===== config.mk =====
export PLATFORM = sky130hd
export DESIGN_NAME = uart_program_loader
export DESIGN_NICKNAME = d
export VERILOG_FILES = /design/src/rtl/uart_program_loader.sv
export SDC_FILE = /design/constraint.sdc
export NUM_CORES = 1
export LEC_CHECK = 0
export CORE_MARGIN = 5
export CORE_UTILIZATION = 63
export DETAILED_ROUTE_END_ITERATION = 16
export DONT_BUFFER_PORTS = 1
export PLACE_DENSITY = 0.79
export SLEW_MARGIN = 15
export SYNTH_ARGS = -nofsm -noshare
export SYNTH_HDL_FRONTEND = slang
export SYNTH_SLANG_ARGS = --single-unit

===== constraint.sdc =====
create_clock -name clk -period 2.7 [get_ports clk]
set_input_delay 0.81 -clock clk [delete_from_list [all_inputs] [get_ports clk]]
set_output_delay 0.81 -clock clk [all_outputs]
set_load 0.02 [all_outputs]

===== src/rtl/uart_program_loader.sv =====
// Serial boot loader: an 8N1, 16x-oversampled UART receiver feeding a framed-image
// parser that writes program memory word by word and holds the CPU while loading.
module uart_program_loader #(
  parameter int AB            = 11,
  parameter int DB            = 16,
  parameter int CLKS_PER_TICK = 163
) (
  input  logic          clk,
  input  logic          reset,
  input  logic          rx,
  output logic          pm_we,
  output logic [AB-1:0] pm_addr,
  output logic [DB-1:0] pm_wdata,
  output logic          cpu_hold,
  output logic          done,
  output logic          error
);
  localparam int            TW        = $clog2(CLKS_PER_TICK + 1);
  localparam logic [TW-1:0] TICK_LAST = TW'(CLKS_PER_TICK - 1);
  localparam logic [31:0]   MAX_WORDS = 32'd1 << AB;

  typedef enum logic [1:0] {RX_IDLE, RX_START, RX_DATA, RX_STOP} rx_state_t;
  typedef enum logic [2:0] {
    LD_WAIT, LD_CNT_H, LD_CNT_L, LD_DAT_H, LD_DAT_L, LD_CHK, LD_DONE, LD_ERR
  } ld_state_t;

  rx_state_t rx_state, rx_next;
  ld_state_t ld_state, ld_next;

  logic          rx_meta, rx_s, rx_prev;
  logic [TW-1:0] tick_cnt;
  logic          tick;
  logic [3:0]    os_cnt;
  logic [2:0]    bit_idx;
  logic [7:0]    shreg;

  // byte_valid / frame_err are single-cycle strobes with no ready: the loader
  // accepts whatever the receiver presents on every cycle, there is no stall.
  logic          byte_valid, frame_err;
  logic [7:0]    rx_byte;

  logic [15:0]   cnt;
  logic [7:0]    chk, hi_byte;
  logic          start_load, latch_cnt_h, latch_cnt_l, latch_hi, do_write;
  logic          go_done, go_err;

  assign tick    = (tick_cnt == TICK_LAST);
  assign rx_byte = shreg;

  always_comb begin
    rx_next    = rx_state;
    byte_valid = 1'b0;
    frame_err  = 1'b0;
    case (rx_state)
      RX_IDLE:  if (rx_prev && !rx_s) rx_next = RX_START;
      RX_START: if (tick && os_cnt == 4'd7) rx_next = rx_s ? RX_IDLE : RX_DATA;
      RX_DATA:  if (tick && os_cnt == 4'd15 && bit_idx == 3'd7) rx_next = RX_STOP;
      RX_STOP: begin
        if (tick && os_cnt == 4'd15) begin
          rx_next    = RX_IDLE;
          byte_valid = rx_s;
          frame_err  = !rx_s;
        end
      end
      default:  rx_next = RX_IDLE;
    endcase
  end

  // Tick counter is held in IDLE so bit sampling is phase-aligned to the start edge.
  always_ff @(posedge clk or negedge reset) begin
    if (!reset) begin
      rx_meta  <= 1'b1;
      rx_s     <= 1'b1;
      rx_prev  <= 1'b1;
      rx_state <= RX_IDLE;
      tick_cnt <= '0;
      os_cnt   <= '0;
      bit_idx  <= '0;
      shreg    <= '0;
    end else begin
      rx_meta  <= rx;
      rx_s     <= rx_meta;
      rx_prev  <= rx_s;
      rx_state <= rx_next;
      if (rx_state == RX_IDLE || tick) tick_cnt <= '0;
      else                             tick_cnt <= tick_cnt + TW'(1);
      if (rx_next != rx_state) os_cnt <= '0;
      else if (tick)           os_cnt <= os_cnt + 4'd1;
      if (rx_state == RX_DATA && tick && os_cnt == 4'd15) begin
        shreg   <= {rx_s, shreg[7:1]};
        bit_idx <= bit_idx + 3'd1;
      end
    end
  end

  always_comb begin
    ld_next     = ld_state;
    start_load  = 1'b0;
    latch_cnt_h = 1'b0;
    latch_cnt_l = 1'b0;
    latch_hi    = 1'b0;
    do_write    = 1'b0;
    go_done     = 1'b0;
    go_err      = 1'b0;
    if (frame_err && !(ld_state inside {LD_WAIT, LD_DONE, LD_ERR})) begin
      ld_next = LD_ERR;
      go_err  = 1'b1;
    end else if (byte_valid) begin
      case (ld_state)
        LD_WAIT, LD_DONE, LD_ERR: begin
          if (rx_byte == 8'hA5) begin
            ld_next    = LD_CNT_H;
            start_load = 1'b1;
          end
        end
        LD_CNT_H: begin
          latch_cnt_h = 1'b1;
          ld_next     = LD_CNT_L;
        end
        LD_CNT_L: begin
          latch_cnt_l = 1'b1;
          if ({16'd0, cnt[15:8], rx_byte} > MAX_WORDS) begin
            ld_next = LD_ERR;
            go_err  = 1'b1;
          end else if ({cnt[15:8], rx_byte} == 16'd0) begin
            ld_next = LD_CHK;
          end else begin
            ld_next = LD_DAT_H;
          end
        end
        LD_DAT_H: begin
          latch_hi = 1'b1;
          ld_next  = LD_DAT_L;
        end
        LD_DAT_L: begin
          do_write = 1'b1;
          ld_next  = (cnt == 16'd1) ? LD_CHK : LD_DAT_H;
        end
        LD_CHK: begin
          if (rx_byte == chk) begin
            ld_next = LD_DONE;
            go_done = 1'b1;
          end else begin
            ld_next = LD_ERR;
            go_err  = 1'b1;
          end
        end
        default: ld_next = LD_WAIT;
      endcase
    end
  end

  // Address and count advance on the edge after the write strobe, so pm_addr
  // is stable for the whole pm_we cycle.
  always_ff @(posedge clk or negedge reset) begin
    if (!reset) begin
      ld_state <= LD_WAIT;
      cnt      <= '0;
      chk      <= '0;
      hi_byte  <= '0;
      pm_we    <= 1'b0;
      pm_addr  <= '0;
      pm_wdata <= '0;
      cpu_hold <= 1'b0;
      done     <= 1'b0;
      error    <= 1'b0;
    end else begin
      ld_state <= ld_next;
      pm_we    <= do_write;
      if (pm_we) begin
        pm_addr <= pm_addr + AB'(1);
        cnt     <= cnt - 16'd1;
      end
      if (start_load) begin
        pm_addr  <= '0;
        chk      <= '0;
        cnt      <= '0;
        done     <= 1'b0;
        error    <= 1'b0;
        cpu_hold <= 1'b1;
      end
      if (latch_cnt_h) cnt[15:8] <= rx_byte;
      if (latch_cnt_l) cnt[7:0]  <= rx_byte;
      if (latch_hi)    hi_byte   <= rx_byte;
      if (latch_hi || do_write) chk <= chk ^ rx_byte;
      if (do_write)    pm_wdata  <= DB'({hi_byte, rx_byte});
      if (go_done) begin
        done     <= 1'b1;
        cpu_hold <= 1'b0;
      end
      if (go_err) error <= 1'b1;
    end
  end

endmodule


=== After elaboration in Yosys (flattened, before gate mapping) ===
Cells that the tools add are included.

* Reduce and logical (&&, ||, !) cells: 25
* Bitwise operators: 1
* Equal/unequal tests: 19
* Multiplexer cells: 59
* Magnitude comparators: 1
* $add $sub $neg: 5

{| class="wikitable"
|+ Operators with widths
! cell !! number
|-
| 8-bit 2-to-1 mux || 5
|-
| 1-bit 2-to-1 mux || 34
|-
| 16-bit 2-to-1 mux || 2
|-
| 11-bit 2-to-1 mux || 2
|-
| 3-bit 2-to-1 mux || 6
|-
| 3-bit case mux with 6 select lines || 1
|-
| 16-bit by 1-bit == test with 1-bit output, second input constant || 1
|-
| 8-bit == test, second input constant || 2
|-
| 16-bit by 12-bit greater-than comparator with 1-bit output, second input constant || 1
|-
| 16-bit zero test || 1
|-
| 16-bit by 1-bit subtractor with 16-bit output, second input constant || 1
|-
| 3-bit == test, second input constant || 5
|-
| 2-bit nonzero test || 6
|-
| 11-bit by 1-bit adder with 11-bit output, second input constant || 1
|-
| 2-bit 2-to-1 mux || 5
|-
| 3-bit nonzero test || 3
|-
| 8-bit by 1-bit adder with 8-bit output, second input constant || 1
|-
| 8-bit == test || 1
|-
| 4-bit 2-to-1 mux || 2
|-
| 2-bit case mux with 4 select lines || 1
|-
| 8-bit bitwise XOR || 1
|-
| 1-bit logical AND || 7
|-
| 3-bit by 2-bit == test with 1-bit output, second input constant || 2
|-
| 4-bit by 1-bit adder with 4-bit output, second input constant || 1
|-
| other kinds (15) || 18
|}

* Flip-flop bits (word level): 94
* Input port bits: 3
* Output and inout bits: 31
* Word-level logic and storage cells: 129

=== Logic depth before layout (Yosys ltp) ===
Gate-level depths: netlist (run 1).

* Depth in word-level cells: 8
* Gate-level depth with buffers: 9
* Mapped depth without buffers: 7

=== Worst setup path after synthesis (run 1) ===
Ideal clock, no wire load.

* Kind: register -> register
* Start: reg tick_cnt[0]
* End: reg cpu_hold
* Arrival: 2159 ps
* Required time: 2581 ps
* Buffers on the path: 1
* Slack: 422 ps
* Clock period less this slack: 2278 ps
* Stages on the path, launching flop included: 8
* Setup time: 119 ps
* Path through: dfrtp_1 inv_1 ha_1 or3b_1 or4_1 buf_2 or4_1 o21a_1

* Word-level cells in the longest chain between the ends: 7
* Elaborated cells on any way between the ends: 13
* Classes of those cells: eq/ne (1); mux (9); reduce/logical (3)

{| class="wikitable"
|+ RTL lines
! element !! line !! RTL
|-
| start: declaration || 31 || <nowiki>logic [TW-1:0] tick_cnt;</nowiki>
|-
| start signal: assignment || 86 || <nowiki>else tick_cnt <= tick_cnt + TW'(1);</nowiki>
|-
| 8-bit == test * || 47 || <nowiki>assign tick = (tick_cnt == TICK_LAST);</nowiki>
|-
| 1-bit logical AND * || 59 || <nowiki>if (tick && os_cnt == 4'd15) begin</nowiki>
|-
| 1-bit 2-to-1 mux || 59 ||
|-
| 1-bit 2-to-1 mux || 54 || <nowiki>case (rx_state)</nowiki>
|-
| 1-bit 2-to-1 mux / 1-bit logical AND (equally long branches) || 108, 105 ||
|-
| 1-bit 2-to-1 mux || 105 || <nowiki>if (frame_err && !(ld_state inside {LD_WAIT, LD_DONE, LD_ERR})) begin</nowiki>
|-
| 1-bit 2-to-1 mux / 2-bit nonzero test (equally long branches) || - ||
|-
| end signal: assignment || 164 || <nowiki>cpu_hold <= 1'b0;</nowiki>
|-
| end signal: assignment || 180 || <nowiki>cpu_hold <= 1'b1;</nowiki>
|-
| end signal: assignment || 189 || <nowiki>cpu_hold <= 1'b0;</nowiki>
|-
| end: declaration || 14 || <nowiki>output logic cpu_hold,</nowiki>
|}

Every way passes the cells marked *; elsewhere a longest branch is shown, timed or not.
A chain may end at the register's enable or synchronous reset.

=== Worst setup path after layout (run 1) ===
Ends and elaborated chain as after synthesis.

==> results by group, run 1 <==
Outcome
  – Status: complete, no violations

Setup path
  – Req. time, crit path: 2970 ps
  – Critical Path AT: 2710 ps
  – Crit path depth: 6
  – R2R depth: 6
  – Setup CP Type: reg -> reg
  – Peak per-stage delay on the critical path: 690 ps
  – Worst Path Max Fanout: 7
  – Worst path bufs/invs: 1
  – Top delay family on crit path: simple AND/OR/NAND/NOR gates
  – Critical Path End Type: register
  – Critical path launch point type: register
  – Worst path slowest cell: or4_1
  – Worst path cell trace: inv_1 -> ha_1 -> or3b_1 -> or4_1 -> or4_1 -> o21a_1
  – CP dominant cell by count: or4_1

Job
  – MaxCap Viol Count: 0

Die
  – Starting Density: 64.05%
  – Die H: 95.64 um
  – Die Wd: 95.64 um
  – Area of the die: 9147 um2
  – Core area: 7214 um2
  – Top-Level Pins: 34
  – Std cell rows: 31

Layout
  – Layout area overhead: 8.394%
  – Final nets: 495
  – Final Util: 69.42%
  – Commonest cells after routing, fill and taps aside: dfrtp_1 (91), nand2_1 (82), nor2_1 (37), o21ai_0 (37), xor2_1 (32)
  – Final non-filler cell total: 588
  – Share of layout cells above drive strength 1: 12.47%
  – Commonest non-fill, non-tap cell in the layout: dfrtp_1
  – # fillers: 594
  – Final Cell Area: 5009 um2
  – Antenna diode count: 0

Clock tree
  – Worst-case clock buffer depth: 2
  – CTS clk-pin slew, worst paths: 90 ps
  – Clk root buf: clkbuf_8
  – Clk sink count: 94
  – TritonCTS buffer count: 9
  – CTS tree: built
  – Htree depth: 3
  – Post-CTS sizing: 0
  – Setup Fix Bufs, Post-CTS: 0
  – Post-CTS Hold Fix Bufs: 0
  – Worst-Skew Late Latency: 370 ps

Timing
  – WHS: 125.9 ps
  – Hold Vio Cnt, Final: 0
  – RSZ-0062 raised after global routing: false
  – FMAX: 409.1 MHz
  – Slew @ Worst Pin: 706.0 ps
  – Final clock skew: 10.70 ps
  – Period utilization: 90.54%
  – Final Max Slew Viols: 0
  – Setup TNS Final: 0 ps
  – Worst setup margin: 255.5 ps
  – Setup violations, final: 0
  – Rel. slew slack: 52.83%
  – Crit path time final: 2444 ps

Logic synthesis
  – Syn Std Cell Area: 4621 um2
  – Compound-Gate Fraction of Synth Area: 8.882%
  – Yosys cell types: 54
  – XOR/XNOR Fraction of Synth Area: 7.961%
  – Top-area cell type share of the netlist area: 49.28%
  – Post-synthesis mux area share: 4.360%
  – Dominant synthesized flop cell: dfrtp_1
  – Synthesized net count: 488
  – Top post-synthesis cells by area: dfrtp_1 (49%), nand2_1 (6.7%), xor2_1 (6.1%)
  – Synth Register Bits: 94
  – Synth Area in Adders: 2.166%
  – Cells after Synth: 477
  – EDFF count, synth: 0
  – Asr flop ratio synth: 100.0%
  – Largest area contributor in the netlist: dfrtp_1
  – Register area share after synthesis: 50.99%
  – Post-synthesis simple-gate area fraction: 22.94%
  – YS warnings: 0
  – Syn_area_per_cell: 9.687 um2
  – Largest family of logic cells by synthesized area: simple AND/OR/NAND/NOR gates

Place
  – Pre-CTS worst setup slack: 270.8 ps
  – Detail Placement HPWL: 6717 um
  – Placed Cells: 572
  – GP Congestion: 0.8611
  – Placement Cell Area: 4788 um2
  – IO buf count: 0

Power and ir drop
  – Peak supply drop: 0.0003350 V
  – Power per cell area: 528.2 nW/um2
  – Final Power: 2.646 mW
  – Pleak: 2.357 nW

Global route
  – First-pass GRT wire length: 16,750 um
  – Gr ovfl total: 0
  – Vias in the first global route: 3,403
  – Antenna violations before repair: 0
  – Largest net degree at the start of global routing: 95
  – Total track usage: 23.75%

Routing
  – Vias: 3,498
  – Via density: 5.949
  – Remaining antenna violation count: 0
  – First-pass detailed-route iteration total: 4
  – DRC: 0
  – Initial DRC count: 290
  – DR WL/cell: 16.63 um
  – Final wirelength: 9778 um

Worst hold path
  – Hold Path Class: in -> async
==> kinds of logic (layout without fill, tap and decap cells) <==
logic type	after synthesis	in the layout
flops	94	94
compound gates	69	69
mux	18	18
fa+ha+maj	8	8
buf+inv	31	43
xor+xnor	42	42
simple gates	215	215
==> state kept, by name (all words and copies together) (netlist names), 3 cells and up <==
register	cells
rx_byte	8
chk	8
hi_byte	8
bit_idx	3
tick_cnt	8
os_cnt	4
ld_state	3
pm_wdata	16
pm_addr	11
cnt	16
==> final timing paths <==
check	startpoint	endpoint	slack [ps]
worst min-delay path	reset	pm_addr[9]	130
min in group clk	rx_meta	rx_s	370
worst min register to register	rx_meta	rx_s	370
worst max-delay path	tick_cnt[0]	cpu_hold	260
max in group asynchronous	reset	rx_s	2350
worst max register to register	tick_cnt[0]	cpu_hold	260
==> power breakdown <==
part           switching, mW  internal, mW  total (mW)
Sequential            0.0517          1.45        1.50
Clock                  0.499         0.524        1.02
Combinational         0.0601        0.0622       0.122
==> cell usage after synthesis, drive strengths merged (5+ instances only) <==
library cell,instances
mux2,17
nor2,38
nor3,19
buf,5
dfrtp,91
a21oi,7
nor4,7
or4,5
inv,9
xnor2,10
ha,8
o21ai,39
nand2,82
clkbuf,17
xor2,32
nand4,12
nand3,21
==> layer usage <==
metal,up-vias,track usage [%],part of all wire (%)
met5,-,0,0
met4,0,7.464,1.8
met3,15,4.420,4.6
met2,76,37.12,50
met1,1741,33.64,44
li1,1666,-,-
==> cell type report <==
type | instances | area (um2) | area share [%]
Multi-Input combinational cell | 352 | 2140 | 42.72
Clock inverter | 7 | 96.34 | 1.924
Tap cell | 99 | 123.9 | 2.473
Clock buffer | 9 | 123.9 | 2.473
Sequential cell | 94 | 2356 | 47.04
Inverter | 9 | 33.78 | 0.6745
Timing Repair Buffer | 18 | 135.1 | 2.698
No activity file was read; power rests on OpenSTA's default activity.
==> run 2: changes to the inputs <==
--- a/config.mk
+++ b/config.mk
@@ -5,11 +5,13 @@
 export SDC_FILE = /design/constraint.sdc
 export NUM_CORES = 1
 export LEC_CHECK = 0
+export ABC_AREA = 1
 export CORE_MARGIN = 5
-export CORE_UTILIZATION = 63
+export CORE_UTILIZATION = 64
 export DETAILED_ROUTE_END_ITERATION = 16
 export DONT_BUFFER_PORTS = 1
-export PLACE_DENSITY = 0.79
+export PLACE_DENSITY = 0.8
+export REMOVE_ABC_BUFFERS = 1
 export SLEW_MARGIN = 15
 export SYNTH_ARGS = -nofsm -noshare
 export SYNTH_HDL_FRONTEND = slang
==> run 2 against run 1 <==
Against the previous run: register-to-register slack improved by 420 ps; clock power decreased by 4%; largest power group unchanged; combinational power rose by 16%; critical endpoint is now cnt[10]; wire length increased by 10%; clock skew shrank 2.5 ps; hold slack worse by 5.1 ps; non-clock buffer count shrank 14; count of clock-buffer cells in the layout grew 1.
==> results by group, run 2 <==
Place
  – IO buf count: 0
  – GP Congestion: 0.9531
  – Placed Cells: 709
  – Pre-CTS worst setup slack: 668.8 ps
  – Detail Placement HPWL: 7599 um
  – Placement Cell Area: 5160 um2

Timing
  – Worst setup margin: 675.6 ps
  – Setup TNS Final: 0 ps
  – RSZ-0062 raised after global routing: false
  – Slew @ Worst Pin: 586.8 ps
  – Final clock skew: 8.190 ps
  – FMAX: 494.0 MHz
  – Rel. slew slack: 60.62%
  – Setup violations, final: 0
  – Crit path time final: 2024 ps
  – Hold Vio Cnt, Final: 0
  – Period utilization: 74.98%
  – Final Max Slew Viols: 0

Layout
  – Commonest cells after routing, fill and taps aside: nand2_1 (158), dfrtp_1 (91), nor2_1 (73)
  – Commonest non-fill, non-tap cell in the layout: nand2_1
  – # fillers: 616
  – Antenna diode count: 0
  – Final Cell Area: 5366 um2
  – Layout area overhead: 4.738%
  – Share of layout cells above drive strength 1: 12.84%
  – Regs by FF count: cnt x16, pm_wdata x16, pm_addr x11
  – Register area: 2356 um2
  – Final nets: 629
  – Area of the multi-input gates: 2389 um2
  – Final non-filler cell total: 725

Power and ir drop
  – Clock power share: 37.6%
  – Sw Share: 24.72%
  – Combinational share of power: 5.4%
  – Int Pwr: 1.953 mW
  – Pleak: 2.774 nW
  – Power per cell area: 483.5 nW/um2
  – Register share of total power: 57.0%
  – Peak supply drop: 0.0002932 V
  – NetSw: 641.4 uW
  – Final Power: 2.595 mW

Logic synthesis
  – Register area share after synthesis: 45.98%
  – Cells after Synth: 621
  – Top-area cell type share of the netlist area: 44.44%
  – Largest area contributor in the netlist: dfrtp_1
  – Asr flop ratio synth: 100.0%
  – Dominant synthesized flop cell: dfrtp_1
  – Most frequent cell after synthesis: nand2_1
  – Synth Register Bits: 94
  – EDFF count, synth: 0
  – Top post-synthesis cells by area: dfrtp_1 (44%), nand2_1 (12%), nor2_1 (5.3%)
  – Synth top cells by count: nand2_1 (158), dfrtp_1 (91), nor2_1 (73)
  – Yosys cell types: 41
  – Syn Std Cell Area: 5124 um2
  – YS warnings: 0
  – Syn_area_per_cell: 8.251 um2

Job
  – MaxCap Viol Count: 0

Global route
  – Antenna violations before repair: 0
  – Gr ovfl total: 0
  – Total track usage: 23.65%
  – First-pass GRT wire length: 18,860 um
  – Largest net degree at the start of global routing: 95
  – Vias in the first global route: 3,958

Setup path
  – Critical Path End Type: register
  – Flop-to-flop setup slack: 680 ps
  – Critical path launch point: tick_cnt[0]
  – Setup CP Type: reg -> reg
  – Worst R2R Start: tick_cnt[0]
  – Worst Path Max Fanout: 9
  – Critical path launch point type: register
  – Critical Path AT: 2270 ps
  – Worst flop-to-flop path endpoint: cnt[10]
  – Req. time, crit path: 2950 ps
  – Setup crit end: cnt[10]
  – R2R depth: 9

Die
  – Top-Level Pins: 34
  – Starting Density: 65.96%
  – Die H: 99.48 um
  – Area of the die: 9895 um2
  – Core area: 7767 um2
  – Std cell rows: 32
  – Die Wd: 99.48 um

Clock tree
  – Post-CTS sizing: 0
  – Htree depth: 3
  – Worst-Skew Late Latency: 370 ps
  – Post-CTS Hold Fix Bufs: 0
  – TritonCTS buffer count: 9
  – CTS clk-pin slew, worst paths: 100 ps
  – CTS tree: built
  – Worst-case clock buffer depth: 2
  – Clk root buf: clkbuf_8
  – Clk sink count: 94
  – Setup Fix Bufs, Post-CTS: 0

Routing
  – First-pass detailed-route iteration total: 5
  – DR WL/cell: 14.88 um
  – Vias: 4,136
  – Remaining antenna violation count: 0
  – Via density: 5.705
  – DRC: 0
  – Final wirelength: 10,790 um
  – Initial DRC count: 281

Worst hold path
  – Hold Path Class: in -> async

Outcome
  – Status: complete, no violations
-- run 2: worst max-delay path: stages, from the launching register on --
cell,delay [ps]
dfrtp_1,410
inv_1,90
ha_1,140
nand2_1,80
nor2_4,180
nand2_4,110
nor2_4,160
nand4_1,370
nand4_1,250
nand3_1,100
-- run 2: kinds of logic after synthesis --
group | after synthesis | synth area share (%)
AND/OR/NAND/NOR | 361 | 33.68
flip-flops | 94 | 45.98
buffers and inverters | 86 | 7.399
AO/OA/AOI/OAI | 47 | 6.594
XOR/XNOR | 22 | 3.761
adder cells (fa/ha/maj) | 8 | 1.954
multiplexers | 3 | 0.6349
-- run 2: power by group through the flow --
stage          Sequential [mW]  Clock, mW  Combinational, mW
4_1_cts                   1.48      0.998              0.142
3_5_place_dp              1.51          0              0.142
5_1_grt                   1.49       1.06              0.160
2_1_floorplan             1.50          0              0.118
6_report                  1.48      0.975              0.141
3_3_place_gp              1.50          0              0.135
-- run 2: how the worst min path moves through the flow --
stage	from	end	slack, ps	cells past startpoint
floorplan	rx_meta	rx_s	350	0
global placement	rx_meta	rx_s	350	0
detailed placement	rx_meta	rx_s	350	0
CTS	reset	tick_cnt[4]	110	0
global route	reset	tick_cnt[4]	100	0
finish	reset	tick_cnt[3]	120	0
-- run 2: metrics by stage --
step / hold slack, ps / util, %
3_3_place_gp: 345.9 / 66.43
5_1_grt: 99.77 / 69.09
4_1_cts: 108.1 / 69.09
2_1_floorplan: 345.2 / -
3_5_place_dp: 347.9 / 66.43
6_report: 120.8 / 69.09
-- run 2: per-layer routing --
metal | global-route usage, % | wire, um
met5 | 0 | 0
met4 | 9.979 | 325
met3 | 4.418 | 524
met2 | 38.48 | 5177
met1 | 31.15 | 4763
-- run 2: area by class of cell --
cell class                 instances  share of cell area [%]
multi-input combinational        441                   44.51
timing repair buffer               4                  0.5596
sequential                        94                   43.90
clock inverter                     6                   1.282
tap                              102                   2.378
clock buffer                      10                   2.565
inverter                          68                   4.803
==> run 3: changes to the inputs <==
--- a/config.mk
+++ b/config.mk
@@ -5,12 +5,12 @@
 export SDC_FILE = /design/constraint.sdc
 export NUM_CORES = 1
 export LEC_CHECK = 0
-export ABC_AREA = 1
+export ABC_AREA = 0
 export CORE_MARGIN = 5
-export CORE_UTILIZATION = 64
+export CORE_UTILIZATION = 63
 export DETAILED_ROUTE_END_ITERATION = 16
 export DONT_BUFFER_PORTS = 1
-export PLACE_DENSITY = 0.8
+export PLACE_DENSITY = 0.79
 export REMOVE_ABC_BUFFERS = 1
 export SLEW_MARGIN = 15
 export SYNTH_ARGS = -nofsm -noshare
==> constraint.sdc (replaced) <==
create_clock -name clk -period 1.9 [get_ports clk]
set_input_delay 0.57 -clock clk [delete_from_list [all_inputs] [get_ports clk]]
set_output_delay 0.57 -clock clk [all_outputs]
set_load 0.02 [all_outputs]
==> run 3 against run 2 <==
Against the previous run: the flow now finishes with violations (negative hold slack, negative setup slack); wire length up 13%; combinational power increased to 2.6 times the previous value; clock skew is 3.3 ps higher; count of clock-buffer cells in the layout unchanged; critical path type unchanged; critical endpoint is now chk[3]; largest cell class is now sequential cells.
==> results by group, run 3 (same netlist as run 1, synthesis figures left out) <==
Outcome
  – Status: finished, violations left
  – Failing checks: negative hold slack, negative setup slack

Timing
  – Rel. slew slack: 61.99%
  – Final Max Slew Viols: 0
  – Worst setup margin: -364.5 ps
  – Period utilization: 119.2%
  – Hold Vio Cnt, Final: 91
  – Crit path time final: 2264 ps
  – FMAX: 441.6 MHz
  – Final clock skew: 11.49 ps
  – WHS: -121.1 ps
  – RSZ-0062 raised after global routing: true
  – Slew @ Worst Pin: 566.3 ps
  – Setup violations, final: 74

Die
  – Std cell rows: 31
  – Top-Level Pins: 34
  – Core area: 7214 um2
  – Starting Density: 64.05%
  – Area of the die: 9147 um2
  – Die H: 95.64 um
  – Die Wd: 95.64 um

Routing
  – First-pass detailed-route iteration total: 7
  – Vias: 3,935
  – DRC: 0
  – Remaining antenna violation count: 0
  – Via density: 6.073
  – Final wirelength: 12,200 um
  – DR WL/cell: 18.83 um
  – Initial DRC count: 341

Layout
  – Commonest cells after routing, fill and taps aside: dfrtp_1 (91), nand2_1 (81), buf_4 (69)
  – # fillers: 441
  – Commonest non-fill, non-tap cell in the layout: dfrtp_1
  – Final Cell Area: 5683 um2
  – Share of layout cells above drive strength 1: 27.69%
  – Final nets: 555
  – Final Util: 78.77%
  – Regs by FF count: cnt x16, pm_wdata x16, pm_addr x11
  – Antenna diode count: 0
  – Layout area overhead: 22.99%

Setup path
  – Worst Path Max Fanout: 8
  – Setup CP Type: reg -> reg
  – Worst path slowest cell: or4_4
  – Peak per-stage delay on the critical path: 510 ps
  – Critical path launch point type: register
  – Worst path cell trace: inv_1 -> ha_1 -> or3b_4 -> or4_4 -> buf_6 -> a21o_4 -> o21ai_2 -> o21ai_1
  – Critical Path AT: 2520 ps
  – Critical Path End Type: register
  – Top delay family on crit path: simple AND/OR/NAND/NOR gates
  – Req. time, crit path: 2150 ps
  – Worst path bufs/invs: 2

Clock tree
  – Htree depth: 3
  – CTS clk-pin slew, worst paths: 100 ps
  – TritonCTS buffer count: 9
  – Clk root buf: clkbuf_8
  – Clk sink count: 94
  – Worst-Skew Late Latency: 370 ps
  – CTS tree: built
  – Worst-case clock buffer depth: 2

Worst hold path
  – Hold Path Class: in -> async

Power and ir drop
  – Int Pwr: 2.746 mW
  – Combinational share of power: 9.7%
  – Pleak: 2.707 nW
  – Peak supply drop: 0.0006393 V
  – Power per cell area: 655.1 nW/um2
  – Sw Share: 26.25%
  – NetSw: 977.4 uW
  – Clock power share: 34.1%
  – Register share of total power: 56.2%

Place
  – Detail Placement HPWL: 7484 um
  – IO buf count: 0
  – Placement Cell Area: 5226 um2
  – Pre-CTS worst setup slack: -441.1 ps
  – GP Congestion: 0.9392

Job
  – MaxCap Viol Count: 0

Global route
  – Largest net degree at the start of global routing: 95
  – Antenna violations before repair: 0
  – Gr ovfl total: 0
  – Met2 usage: 40.88%
  – Total track usage: 25.48%
  – Routing usage on met3: 6.551%
  – GR peak layer: met2
  – First-pass GRT wire length: 17,970 um
  – Routing usage on met1: 32.92%
  – Vias in the first global route: 3,791
run 3: repair_timing:
action / 4_1_cts / 5_1_grt
setup buffers: 1 / 3
setup endpoints to repair: 82 / 83
endpoints found under the hold margin: 91 / 91
pin swaps: 12 / 10
gates resized for setup: 42 / 27
gates cloned: 0 / 1
run 3: worst paths after layout:
path / slack, ps / from / to / cells past startpoint
worst max-delay path: -360 / tick_cnt[0] / chk[3] / 8
worst min-delay path: -120 / reset / pm_addr[8] / 0
worst max register to register: -360 / tick_cnt[0] / chk[3] / 8
worst min register to register: 370 / rx_meta / rx_s / 0
max in group asynchronous: 1830 / reset / rx_meta / 0
min in group clk: 180 / rx / rx_meta / 0
run 3: layer usage:
metal | wire length (um) | part of all wire [%] | up-vias
li1 | - | - | 1793
met4 | 434 | 3.6 | 0
met1 | 4788 | 39 | 1921
met2 | 6126 | 50 | 178
met3 | 855 | 7.0 | 43
met5 | 0 | 0 | -
run 3: worst register-to-register path, cell delays in order (launching register included):
cell and delay [ps]:
dfrtp_1 390, inv_1 60, ha_1 150, or3b_4 380
or4_4 510, buf_6 160, a21o_4 240, o21ai_2 170
o21ai_1 110
run 3: per-stage QoR:
stage | power (mW) | TNS [ps] | instances
finish | 3.723 | -12210 | 648
global route | 3.836 | -18890 | 648
CTS | 3.680 | -10430 | 644
detailed placement | 2.440 | -13880 | 627
global placement | 2.422 | -11640 | 627
floorplan | 2.288 | -23350 | 455
run 3: area by class of cell:
class / count / area, um2 / area share (%)
Clock inverter: 6 / 53.80 / 0.9467
Inverter: 9 / 33.78 / 0.5945
Tap cell: 99 / 123.9 / 2.180
Clock buffer: 10 / 127.6 / 2.246
Multi-Input combinational cell: 352 / 2347 / 41.30
Timing Repair Buffer: 78 / 640.6 / 11.27
Sequential cell: 94 / 2356 / 41.46
run 3: power groups by stage:
| stage | registers, mW | clock network [mW] | logic [mW] |
|---|---|---|---|
| 2_1_floorplan | 2.15 | 0 | 0.136 |
| 3_3_place_gp | 2.12 | 0 | 0.297 |
| 3_5_place_dp | 2.13 | 0 | 0.314 |
| 4_1_cts | 2.09 | 1.27 | 0.324 |
| 5_1_grt | 2.10 | 1.36 | 0.385 |
| 6_report | 2.09 | 1.27 | 0.363 |
